[src/rtl/emotion_song_scheduler_pkg.sv]
// Shared types and constants for the emotion-driven song scheduler.
// Optional build macro used elsewhere in this slice: SCHED_WAIT_SONG_END_EN.
package music_sched_pkg;

  typedef enum logic [2:0] {
    ST_IDLE     = 3'd0,
    ST_ARMED    = 3'd1,
    ST_STEP     = 3'd2,
    ST_SETTLE   = 3'd3,
    ST_START    = 3'd4,
    ST_COOLDOWN = 3'd5
  } sched_state_e;

  localparam logic [1:0] EMO_HAPPY     = 2'd0;
  localparam logic [1:0] EMO_SAD       = 2'd1;
  localparam logic [1:0] EMO_CALM      = 2'd2;
  localparam logic [1:0] EMO_ENERGETIC = 2'd3;

  localparam logic [7:0] DEFAULT_SONG_MAP = 8'b11_10_01_00;
  localparam int         MAX_STEPS        = 4;

  // Bits [2e+1:2e] of the map hold the song for emotion e.
  function automatic logic [1:0] map_song(input logic [7:0] song_map, input logic [1:0] emo);
    return song_map[{emo, 1'b0} +: 2];
  endfunction

endpackage

[src/rtl/emotion_song_scheduler_if.sv]
// Bus between the scheduler and its surroundings: analyzer reports, MCU status/pulses,
// user buttons and status outputs. slave = scheduler side, master = environment side.
interface emotion_song_scheduler_if;
  logic       ai_mode;
  logic       emotion_valid;
  logic [1:0] emotion_code;
  logic [7:0] emotion_conf;
  logic [1:0] song_num;
  logic       playing;
  logic       song_done;
  logic       user_play;
  logic       user_next;
  logic       mcu_play;
  logic       mcu_next;
  logic [1:0] target_song;
  logic       busy;
  logic [7:0] switch_count;
  logic       sched_error;

  modport slave (
    input  ai_mode, emotion_valid, emotion_code, emotion_conf,
    input  song_num, playing, song_done, user_play, user_next,
    output mcu_play, mcu_next, target_song, busy, switch_count, sched_error
  );

  modport master (
    output ai_mode, emotion_valid, emotion_code, emotion_conf,
    output song_num, playing, song_done, user_play, user_next,
    input  mcu_play, mcu_next, target_song, busy, switch_count, sched_error
  );
endinterface

[src/rtl/emotion_song_scheduler_debounce.sv]
// Emotion report debouncer: tracks a candidate code and how many consecutive
// confident reports agreed with it; raises accept once it is stable and the FSM is idle.
module emotion_debounce
  import music_sched_pkg::*;
#(
  parameter logic [7:0] CONF_THRESH  = 8'd128,
  parameter int         STABLE_COUNT = 3
) (
  input  logic       clk,
  input  logic       reset,
  input  logic       ai_mode,
  input  logic       emotion_valid,
  input  logic [1:0] emotion_code,
  input  logic [7:0] emotion_conf,
  input  logic       user_pulse,
  input  logic       idle,
  output logic       accept,
  output logic [1:0] candidate
);

  localparam logic [3:0] STABLE = 4'(STABLE_COUNT);

  logic [3:0] count;
  logic       qualify;

  assign qualify = emotion_valid && (emotion_conf >= CONF_THRESH);
  assign accept  = (count == STABLE) && idle && ai_mode && !user_pulse;

  always_ff @(posedge clk) begin
    if (!reset) begin
      count     <= '0;
      candidate <= EMO_HAPPY;
    end else if (!ai_mode || user_pulse || accept) begin
      count <= '0;
    end else if (qualify) begin
      if (emotion_code == candidate) begin
        if (count != STABLE) count <= count + 4'd1;
      end else begin
        candidate <= emotion_code;
        count     <= 4'd1;
      end
    end
  end

endmodule

[src/rtl/emotion_song_scheduler.sv]
// Steps the MCU to the song mapped from the debounced emotion, yielding to user buttons.
// Define SCHED_WAIT_SONG_END_EN to hold a pending switch until the current song ends.
module emotion_song_scheduler
  import music_sched_pkg::*;
#(
  parameter logic [7:0] CONF_THRESH     = 8'd128,
  parameter int         STABLE_COUNT    = 3,
  parameter logic [7:0] SONG_MAP        = DEFAULT_SONG_MAP,
  parameter int         STEP_GAP        = 16,
  parameter int         COOLDOWN_CYCLES = 1024
) (
  input logic                      clk,
  input logic                      reset,
  emotion_song_scheduler_if.slave  bus
);

  localparam logic [2:0] IDLE     = ST_IDLE;
  localparam logic [2:0] ARMED    = ST_ARMED;
  localparam logic [2:0] STEP     = ST_STEP;
  localparam logic [2:0] SETTLE   = ST_SETTLE;
  localparam logic [2:0] START    = ST_START;
  localparam logic [2:0] COOLDOWN = ST_COOLDOWN;

  localparam int            GW         = $clog2(STEP_GAP + 1);
  localparam int            CW         = $clog2(COOLDOWN_CYCLES + 1);
  localparam logic [GW-1:0] GAP_LAST   = GW'(STEP_GAP - 1);
  localparam logic [CW-1:0] COOL_LAST  = CW'(COOLDOWN_CYCLES - 1);
  localparam logic [2:0]    STEP_LIMIT = 3'(MAX_STEPS);

  logic [2:0]    state;
  logic [2:0]    step_cnt;
  logic [GW-1:0] gap_cnt;
  logic [CW-1:0] cool_cnt;
  logic          user_pulse;
  logic          accept;
  logic          arm_go;
  logic          sched_next;
  logic          sched_play;
  logic [1:0]    candidate;
  logic [1:0]    mapped;

  assign user_pulse = bus.user_play | bus.user_next;
  assign mapped     = map_song(SONG_MAP, candidate);
  assign sched_next = (state == STEP) && bus.ai_mode && !user_pulse;
  assign sched_play = (state == START) && !bus.playing && bus.ai_mode && !user_pulse;
  assign bus.busy   = (state != IDLE) && (state != COOLDOWN);

`ifdef SCHED_WAIT_SONG_END_EN
  assign arm_go = !bus.playing || bus.song_done;
`else
  assign arm_go = 1'b1;
`endif

  emotion_debounce #(
    .CONF_THRESH  (CONF_THRESH),
    .STABLE_COUNT (STABLE_COUNT)
  ) u_debounce (
    .clk           (clk),
    .reset         (reset),
    .ai_mode       (bus.ai_mode),
    .emotion_valid (bus.emotion_valid),
    .emotion_code  (bus.emotion_code),
    .emotion_conf  (bus.emotion_conf),
    .user_pulse    (user_pulse),
    .idle          (state == IDLE),
    .accept        (accept),
    .candidate     (candidate)
  );

  // User buttons and ai_mode dropping take priority over any scheduling step.
  always_ff @(posedge clk) begin
    if (!reset) begin
      state            <= IDLE;
      step_cnt         <= '0;
      gap_cnt          <= '0;
      cool_cnt         <= '0;
      bus.mcu_next     <= 1'b0;
      bus.mcu_play     <= 1'b0;
      bus.target_song  <= '0;
      bus.switch_count <= '0;
      bus.sched_error  <= 1'b0;
    end else begin
      bus.mcu_next <= bus.user_next | sched_next;
      bus.mcu_play <= bus.user_play | sched_play;
      if (!bus.ai_mode) begin
        state <= IDLE;
      end else if (user_pulse && state != IDLE) begin
        state <= IDLE;
      end else begin
        case (state)
          IDLE: if (accept) begin
            bus.target_song <= mapped;
            step_cnt        <= '0;
            if (mapped != bus.song_num) state <= ARMED;
          end
          ARMED: if (arm_go) state <= STEP;
          STEP: begin
            step_cnt <= step_cnt + 3'd1;
            gap_cnt  <= '0;
            state    <= SETTLE;
          end
          SETTLE: if (gap_cnt == GAP_LAST) begin
            if (bus.song_num == bus.target_song) begin
              state <= START;
            end else if (step_cnt < STEP_LIMIT) begin
              state <= STEP;
            end else begin
              bus.sched_error <= 1'b1;
              cool_cnt        <= '0;
              state           <= COOLDOWN;
            end
          end else begin
            gap_cnt <= gap_cnt + 1'b1;
          end
          START: begin
            if (bus.switch_count != 8'hFF) bus.switch_count <= bus.switch_count + 8'd1;
            cool_cnt <= '0;
            state    <= COOLDOWN;
          end
          COOLDOWN: if (cool_cnt == COOL_LAST) state <= IDLE;
                    else cool_cnt <= cool_cnt + 1'b1;
          default: state <= IDLE;
        endcase
      end
    end
  end

endmodule

[src/flat_wrapper.sv]
// flat-port wrapper written by rule: the top's interface ports become plain ports
module emotion_song_scheduler_flat import music_sched_pkg::*;
#(
  parameter logic [7:0] CONF_THRESH     = 8'd128,
  parameter int         STABLE_COUNT    = 3,
  parameter logic [7:0] SONG_MAP        = DEFAULT_SONG_MAP,
  parameter int         STEP_GAP        = 16,
  parameter int         COOLDOWN_CYCLES = 1024
)
  (clk, reset, bus_ai_mode, bus_emotion_valid, bus_emotion_code, bus_emotion_conf, bus_song_num, bus_playing, bus_song_done, bus_user_play, bus_user_next, bus_mcu_play, bus_mcu_next, bus_target_song, bus_busy, bus_switch_count, bus_sched_error);
  emotion_song_scheduler_if bus_i ();
  input logic clk;
  input logic reset;
  input wire logic [$bits(bus_i.ai_mode)-1:0] bus_ai_mode;
  input wire logic [$bits(bus_i.emotion_valid)-1:0] bus_emotion_valid;
  input wire logic [$bits(bus_i.emotion_code)-1:0] bus_emotion_code;
  input wire logic [$bits(bus_i.emotion_conf)-1:0] bus_emotion_conf;
  input wire logic [$bits(bus_i.song_num)-1:0] bus_song_num;
  input wire logic [$bits(bus_i.playing)-1:0] bus_playing;
  input wire logic [$bits(bus_i.song_done)-1:0] bus_song_done;
  input wire logic [$bits(bus_i.user_play)-1:0] bus_user_play;
  input wire logic [$bits(bus_i.user_next)-1:0] bus_user_next;
  output wire logic [$bits(bus_i.mcu_play)-1:0] bus_mcu_play;
  output wire logic [$bits(bus_i.mcu_next)-1:0] bus_mcu_next;
  output wire logic [$bits(bus_i.target_song)-1:0] bus_target_song;
  output wire logic [$bits(bus_i.busy)-1:0] bus_busy;
  output wire logic [$bits(bus_i.switch_count)-1:0] bus_switch_count;
  output wire logic [$bits(bus_i.sched_error)-1:0] bus_sched_error;
  assign bus_i.ai_mode = bus_ai_mode;
  assign bus_i.emotion_valid = bus_emotion_valid;
  assign bus_i.emotion_code = bus_emotion_code;
  assign bus_i.emotion_conf = bus_emotion_conf;
  assign bus_i.song_num = bus_song_num;
  assign bus_i.playing = bus_playing;
  assign bus_i.song_done = bus_song_done;
  assign bus_i.user_play = bus_user_play;
  assign bus_i.user_next = bus_user_next;
  assign bus_mcu_play = bus_i.mcu_play;
  assign bus_mcu_next = bus_i.mcu_next;
  assign bus_target_song = bus_i.target_song;
  assign bus_busy = bus_i.busy;
  assign bus_switch_count = bus_i.switch_count;
  assign bus_sched_error = bus_i.sched_error;
  emotion_song_scheduler #(.CONF_THRESH(CONF_THRESH), .STABLE_COUNT(STABLE_COUNT), .SONG_MAP(SONG_MAP), .STEP_GAP(STEP_GAP), .COOLDOWN_CYCLES(COOLDOWN_CYCLES)) u_core (.clk(clk), .reset(reset), .bus(bus_i));
endmodule
[config.mk]
export PLATFORM = sky130hd
export DESIGN_NAME = emotion_song_scheduler_flat
export DESIGN_NICKNAME = d
export VERILOG_FILES = /design/src/rtl/emotion_song_scheduler_pkg.sv /design/src/rtl/emotion_song_scheduler_if.sv /design/src/rtl/emotion_song_scheduler_debounce.sv /design/src/rtl/emotion_song_scheduler.sv /design/src/flat_wrapper.sv
export SDC_FILE = /design/constraint.sdc
export NUM_CORES = 1
export LEC_CHECK = 0
export ABC_CLOCK_PERIOD_IN_PS = 1700
export CAP_MARGIN = 20
export CORE_MARGIN = 8
export CORE_UTILIZATION = 48
export CTS_CLUSTER_DIAMETER = 30
export DETAILED_ROUTE_END_ITERATION = 10
export PLACE_DENSITY_LB_ADDON = 0.2
export SETUP_SLACK_MARGIN = 0.05
export SLEW_MARGIN = 5
export SYNTH_ARGS = -nofsm -noshare
export SYNTH_HDL_FRONTEND = slang
export SYNTH_SLANG_ARGS = --single-unit
[constraint.sdc]
create_clock -name clk -period 1.7 [get_ports clk]
set_input_delay 0.255 -clock clk [delete_from_list [all_inputs] [get_ports clk]]
set_output_delay 0.255 -clock clk [all_outputs]
set_load 0.02 [all_outputs]
* After elaboration in Yosys (flattened, before gate mapping) *
Index checks and enable logic that the tools add are counted.

cells by class
  shift-type cells = 1
  divide/modulo/power cells = 0
  $add $sub $neg = 5
  reduce and logical (&&, ||, !) cells = 32
  eq/ne operators = 23
  bitwise gates (word level) = 10
  multiplexer cells = 18
  magnitude comparators = 2
  multiply operators = 0

operator list
  cell                      number
  $mux W11                  4
  $pmux W11 S3              1
  $mux W3                   7
  $reduce_and A4 Y1         5
  $pmux W3 S6               1
  $add A11 B1 Y11 const B   1
  $eq A11 B10 Y1 const B    1
  $logic_and A1 B1 Y1       11
  $ne A2 B1 Y1 const B      5
  $pmux W5 S2               1
  $add A8 B1 Y8 const B     1
  $ge A8 B8 Y1 const B      1
  $mux W4                   2
  $ne A2 B2 Y1 const B      4
  $ne A8 B8 Y1 const B      1
  $shiftx A8 B4 Y2 const A  1
  $not A1 Y1                7
  $reduce_and A7 Y1         1
  $eq A3 B2 Y1 const B      2
  $eq A3 B3 Y1 const B      2
  $pmux W3 S2               1
  $reduce_and A6 Y1         1
  $reduce_bool A3 Y1        2
  $add A5 B1 Y5 const B     1
  20 further kinds          27

storage, ports and cells
  RAM bits = 0
  logic and storage cells = 102
  bits in latches = 0
  memories kept = 0
  register bits after elaboration = 41
  bits in read-only memories = 0
  output and inout bits = 14

* Longest topological paths before layout *
  depth after elaboration = 7
  gate-level depth with buffers = 8
  gate-level depth less buffers = 8

* Hierarchy *
Synthesis repeated with hierarchy kept, for this count alone.

unflattened totals
  cell total of the unflattened synthesis = 267
  area total of the unflattened synthesis = 2,249.7 um2

modules (own cells, without submodules)
  module                  cells an instance  instances  sequential area each (um2)  area each (um2)
  emotion_song_scheduler  228                1          700.7                       1,905.6
  emotion_debounce        39                 1          120.1                       344.1

* Worst setup path after synthesis *
Ideal clock, no wire load.

  path type = flip-flop to flip-flop
  start = reg u_core.gap_cnt[0]
  end = reg u_core.cool_cnt[5]
  cell stages (with the launch flop) = 9
  required time = 1.609 ns
  arrival = 1.751 ns
  clock period less this slack = 1.842 ns
  setup slack = -0.142 ns
  cells stage by stage = dfxtp_1 ha_1 and3_1 ha_1 nand2_1 nor2_1 a21oi_1 nor2_1 a311oi_1

between the ends
  longest elaborated chain between the ends = 3

ends and longest elaborated chain
  item                                RTL line                       text
  start: declaration                  emotion_song_scheduler.sv:32   logic [GW-1:0] gap_cnt;
  start signal: assignment            emotion_song_scheduler.sv:113  gap_cnt <= gap_cnt + 1'b1;
  $eq A5 B4 Y1                        emotion_song_scheduler.sv:102  SETTLE: if (gap_cnt == GAP_LAST) begin
  $ne A2 B1 Y1 (no source line)       --
  $reduce_and A7 Y1 (no source line)  --
  end signal: assignment              emotion_song_scheduler.sv:121  else cool_cnt <= cool_cnt + 1'b1;
  end: declaration                    emotion_song_scheduler.sv:33   logic [CW-1:0] cool_cnt;

Every way passes these cells.
A chain may end at the register's enable or synchronous reset.

* Worst setup path in the final report *
Ends and elaborated chain as after synthesis.

==> impl_metrics.json <==
{
  "outcome": "finished, violations left",
  "violations": "setup timing",
  "synthToLayoutAreaGrowth_pct": 49.8,
  "tightest_slew_ns": 0.380,
  "syn_inst": 258,
  "grt_pass1_vias": 2055,
  "synth.distinct_cells": 47,
  "synth_top_family_by_area": "simple AND/OR/NAND/NOR gates",
  "place_congestion": 0.851,
  "finalSetupViolations": 1,
  "reg2reg_from": "u_core.gap_cnt[0]",
  "num_rows": 24,
  "synth_top_cell_area_share_pct": 38.8,
  "antenna_cells": 0,
  "r2r_slack_ns": -0.01,
  "routed_via_density": 5.72,
  "cp_max_fo": 7,
  "slew_violations": 0,
  "final-hold-violation-count": 0,
  "min-delay-path-class": "in2reg",
  "numCtsBuffers": 5,
  "post-route-drc-count": 0,
  "cts_max_path_buffers": 2,
  "synth_seq_cells": 41,
  "worstHoldEndpoint": "u_core.bus.mcu_play",
  "yosysSeqAreaShare_pct": 38.8,
  "final_antenna_net_count": 0,
  "yosys_warnings": 0,
  "clock_skew_ns": 0.0104,
  "drive_above_1_share_pct": 31.8,
  "ys_top_cells_by_area": "dfxtp_1, nor2_1, nand2_1",
  "whs_path_depth": 3,
  "grt_pass1_wl_um": 9230,
  "leakage_nw": 1.25,
  "cts_sinks": 41,
  "irDropWorstVdd_uv": 335,
  "synth_nets": 284,
  "fin_crit_sh_pct": 101,
  "finalNetCount": 361,
  "antenna_found_initial": 0,
  "required_ns": 1.91,
  "worstHoldStart": "bus_user_play",
  "cp-start-kind": "register",
  "synth_edf_count": 0,
  "maxCapViolCount": 0,
  "utilization_pct": 73.8,
  "synthMuxAreaShare_pct": 2.84,
  "r2r_end": "u_core.cool_cnt[5]",
  "grtUsageTotal_pct": 17.2,
  "synth_compound_area_share_pct": 18.7,
  "drtIter0Drc": 133,
  "fp.coreArea_mm2": 0.00429,
  "ctsHoldBuffers": 0,
  "hpwlAfterDp_um": 4060,
  "dr.pass1.iters": 4,
  "fin_area_mm2": 0.00317,
  "synthSimpleGateAreaFrac_pct": 28.1,
  "die_w_um": 82.4,
  "setup_slack_ns": -0.0147,
  "critPathCaptureType": "register",
  "synth_area_leader_cell": "dfxtp_1",
  "cts_root_buf": "clkbuf_8",
  "worstPathArrival_ns": 1.92,
  "syn_avg_cell_area_um2": 8.21,
  "start_util_pct": 49.3,
  "power_density_mw_per_mm2": 640,
  "relSlewSlack_pct": 74.5,
  "fmax_mhz": 583,
  "fillCellCount": 315,
  "overflow": 0,
  "routedWlPerCell_um": 15.4,
  "synth_ff_type": "dfxtp_1",
  "io-pin-count": 34,
  "synthArstFlopShare_pct": 0,
  "cts-htree-levels": 2,
  "clock_latency_ns": 0.30,
  "cts_tree": "yes",
  "die_area_mm2": 0.00679,
  "grt_max_degree": 21,
  "io_buffers": 25,
  "drt_wl_total_um": 5960,
  "worstSetupPathType": "reg2reg",
  "rsz0062_at_grt": "yes",
  "ff2ff_path_depth": 8,
  "synthAdderAreaFrac_pct": 3.55,
  "synthesis.area_mm2": 0.00212,
  "vias": 2221,
  "synth_xor_area_share_pct": 4.96,
  "postPlaceCellArea_mm2": 0.00280,
  "clkTransAtPathRegs_ns": 0.09,
  "die_h_um": 82.4,
  "min_period_ns": 1.71
}
-- report_power, final --
group	leakage [nW]	switching [W]	internal [W]
clock network	0.0681	0.000359	0.000583
registers	0.334	0.00000170	0.000963
logic	0.849	0.0000608	0.0000611
-- logic make-up (layout without fill, tap and decap cells) --
| family | after synthesis | count (layout) |
|---|---|---|
| AO/OA/AOI/OAI | 60 | 60 |
| XOR/XNOR | 12 | 12 |
| adder cells (fa/ha/maj) | 6 | 6 |
| buffers and inverters | 15 | 93 |
| flip-flops | 41 | 41 |
| multiplexers | 6 | 6 |
| AND/OR/NAND/NOR | 118 | 118 |
-- placed cells by master (no fill, tap or decap), types with 7 or more instances in the layout --
master           Yosys  layout
nand3_1             10       8
dfxtp_2              0       7
nor2_1              33      30
buf_4                0      52
dfxtp_1             41      34
clkdlybuf4s50_1      0      17
a21oi_1             15      13
nand2_1             28      27
xor2_1              10      10
o21ai_0             13      10
-- cell usage after synthesis (2+ instances only) --
| master | number |
|---|---|
| ha_1 | 6 |
| o31ai_1 | 5 |
| nand3_1 | 10 |
| nor2_1 | 33 |
| o311ai_0 | 4 |
| clkbuf_1 | 7 |
| mux2i_1 | 6 |
| or3_1 | 4 |
| a31oi_1 | 4 |
| a211oi_1 | 2 |
| nand2b_1 | 5 |
| o211ai_1 | 4 |
| nor4_1 | 3 |
| a21oi_1 | 15 |
| nor3_1 | 8 |
| o21ai_0 | 13 |
| xor2_1 | 10 |
| nor3b_1 | 2 |
| and2_1 | 4 |
| a41oi_1 | 2 |
| xnor2_1 | 2 |
| o21a_1 | 3 |
| nand2_1 | 28 |
| inv_1 | 6 |
| and3_1 | 4 |
| nand4_1 | 5 |
| dfxtp_1 | 41 |
| or4_1 | 3 |
-- what timing repair did --
item / CTS / global route
setup endpoints to repair: 27 / 30
pin swaps: 13 / 19
buffers inserted: 2 / 4
gates resized for setup: 30 / 34
-- worst max-delay path: stages, from the launching register on --
cell and delay (ns):
dfxtp_2 0.34, ha_4 0.16, and3_4 0.18, ha_4 0.16
nand2_4 0.07, nor2_4 0.04, a21oi_4 0.31, nor2_4 0.10
a311oi_2 0.25
-- layer usage --
| metal | up-vias | wire, µm | track usage, % |
|---|---|---|---|
| met1 | 1079 | 2610 | 20.3 |
| met2 | 45 | 3000 | 29.8 |
| met3 | 4 | 302 | 3.90 |
| met5 | - | 0 | 0 |
| li1 | 1093 | - | - |
| met4 | 0 | 46 | 6.49 |
-- stage by stage --
stage	power [W]	worst slack, ns	hold WS (ns)	TNS (ns)	instances
global route	0.00208	-0.0546	0.330	-0.207	388
detailed placement	0.00110	-0.511	0.457	-10.84	375
CTS	0.00203	-0.0329	0.418	-0.0329	385
global placement	0.00110	-0.441	0.448	-9.05	375
floorplan	0.00104	-0.0161	0.375	-0.0305	258
finish	0.00203	-0.0147	0.320	-0.0147	388
-- worst max-delay path by stage --
stage | startpoint | end | depth (start not counted)
after global routing | u_core.gap_cnt[0] | u_core.cool_cnt[5] | 8
final | u_core.gap_cnt[0] | u_core.cool_cnt[5] | 8
after CTS | u_core.cool_cnt[1] | u_core.cool_cnt[8] | 7
after detailed placement | bus_ai_mode | u_core.bus.switch_count[7] | 5
after floorplan | bus_user_play | u_core.bus.switch_count[5] | 6
after global placement | bus_ai_mode | u_core.bus.switch_count[7] | 5
-- registers in the layout, summed over array words and instances (netlist names) --
register and cells:
u_core.u_debounce.count 4, u_core.bus.target_song 2, u_core.bus.mcu_play 1, u_core.cool_cnt 11
u_core.step_cnt 3, u_core.bus.mcu_next 1, u_core.bus.sched_error 1, u_core.bus.switch_count 8
u_core.state 3, u_core.gap_cnt 5, u_core.u_debounce.candidate 2
-- layout make-up --
type	instances	area, µm²	share of cell area [%]
tap	52	65.1	2.05
multi-input combinational	202	1470	46.3
inverter	6	22.5	0.710
clock inverter	3	65.1	2.05
clock buffer	5	68.8	2.17
timing repair buffer	79	653	20.6
sequential	41	830	26.2
Power figures use the tool's default switching activity.
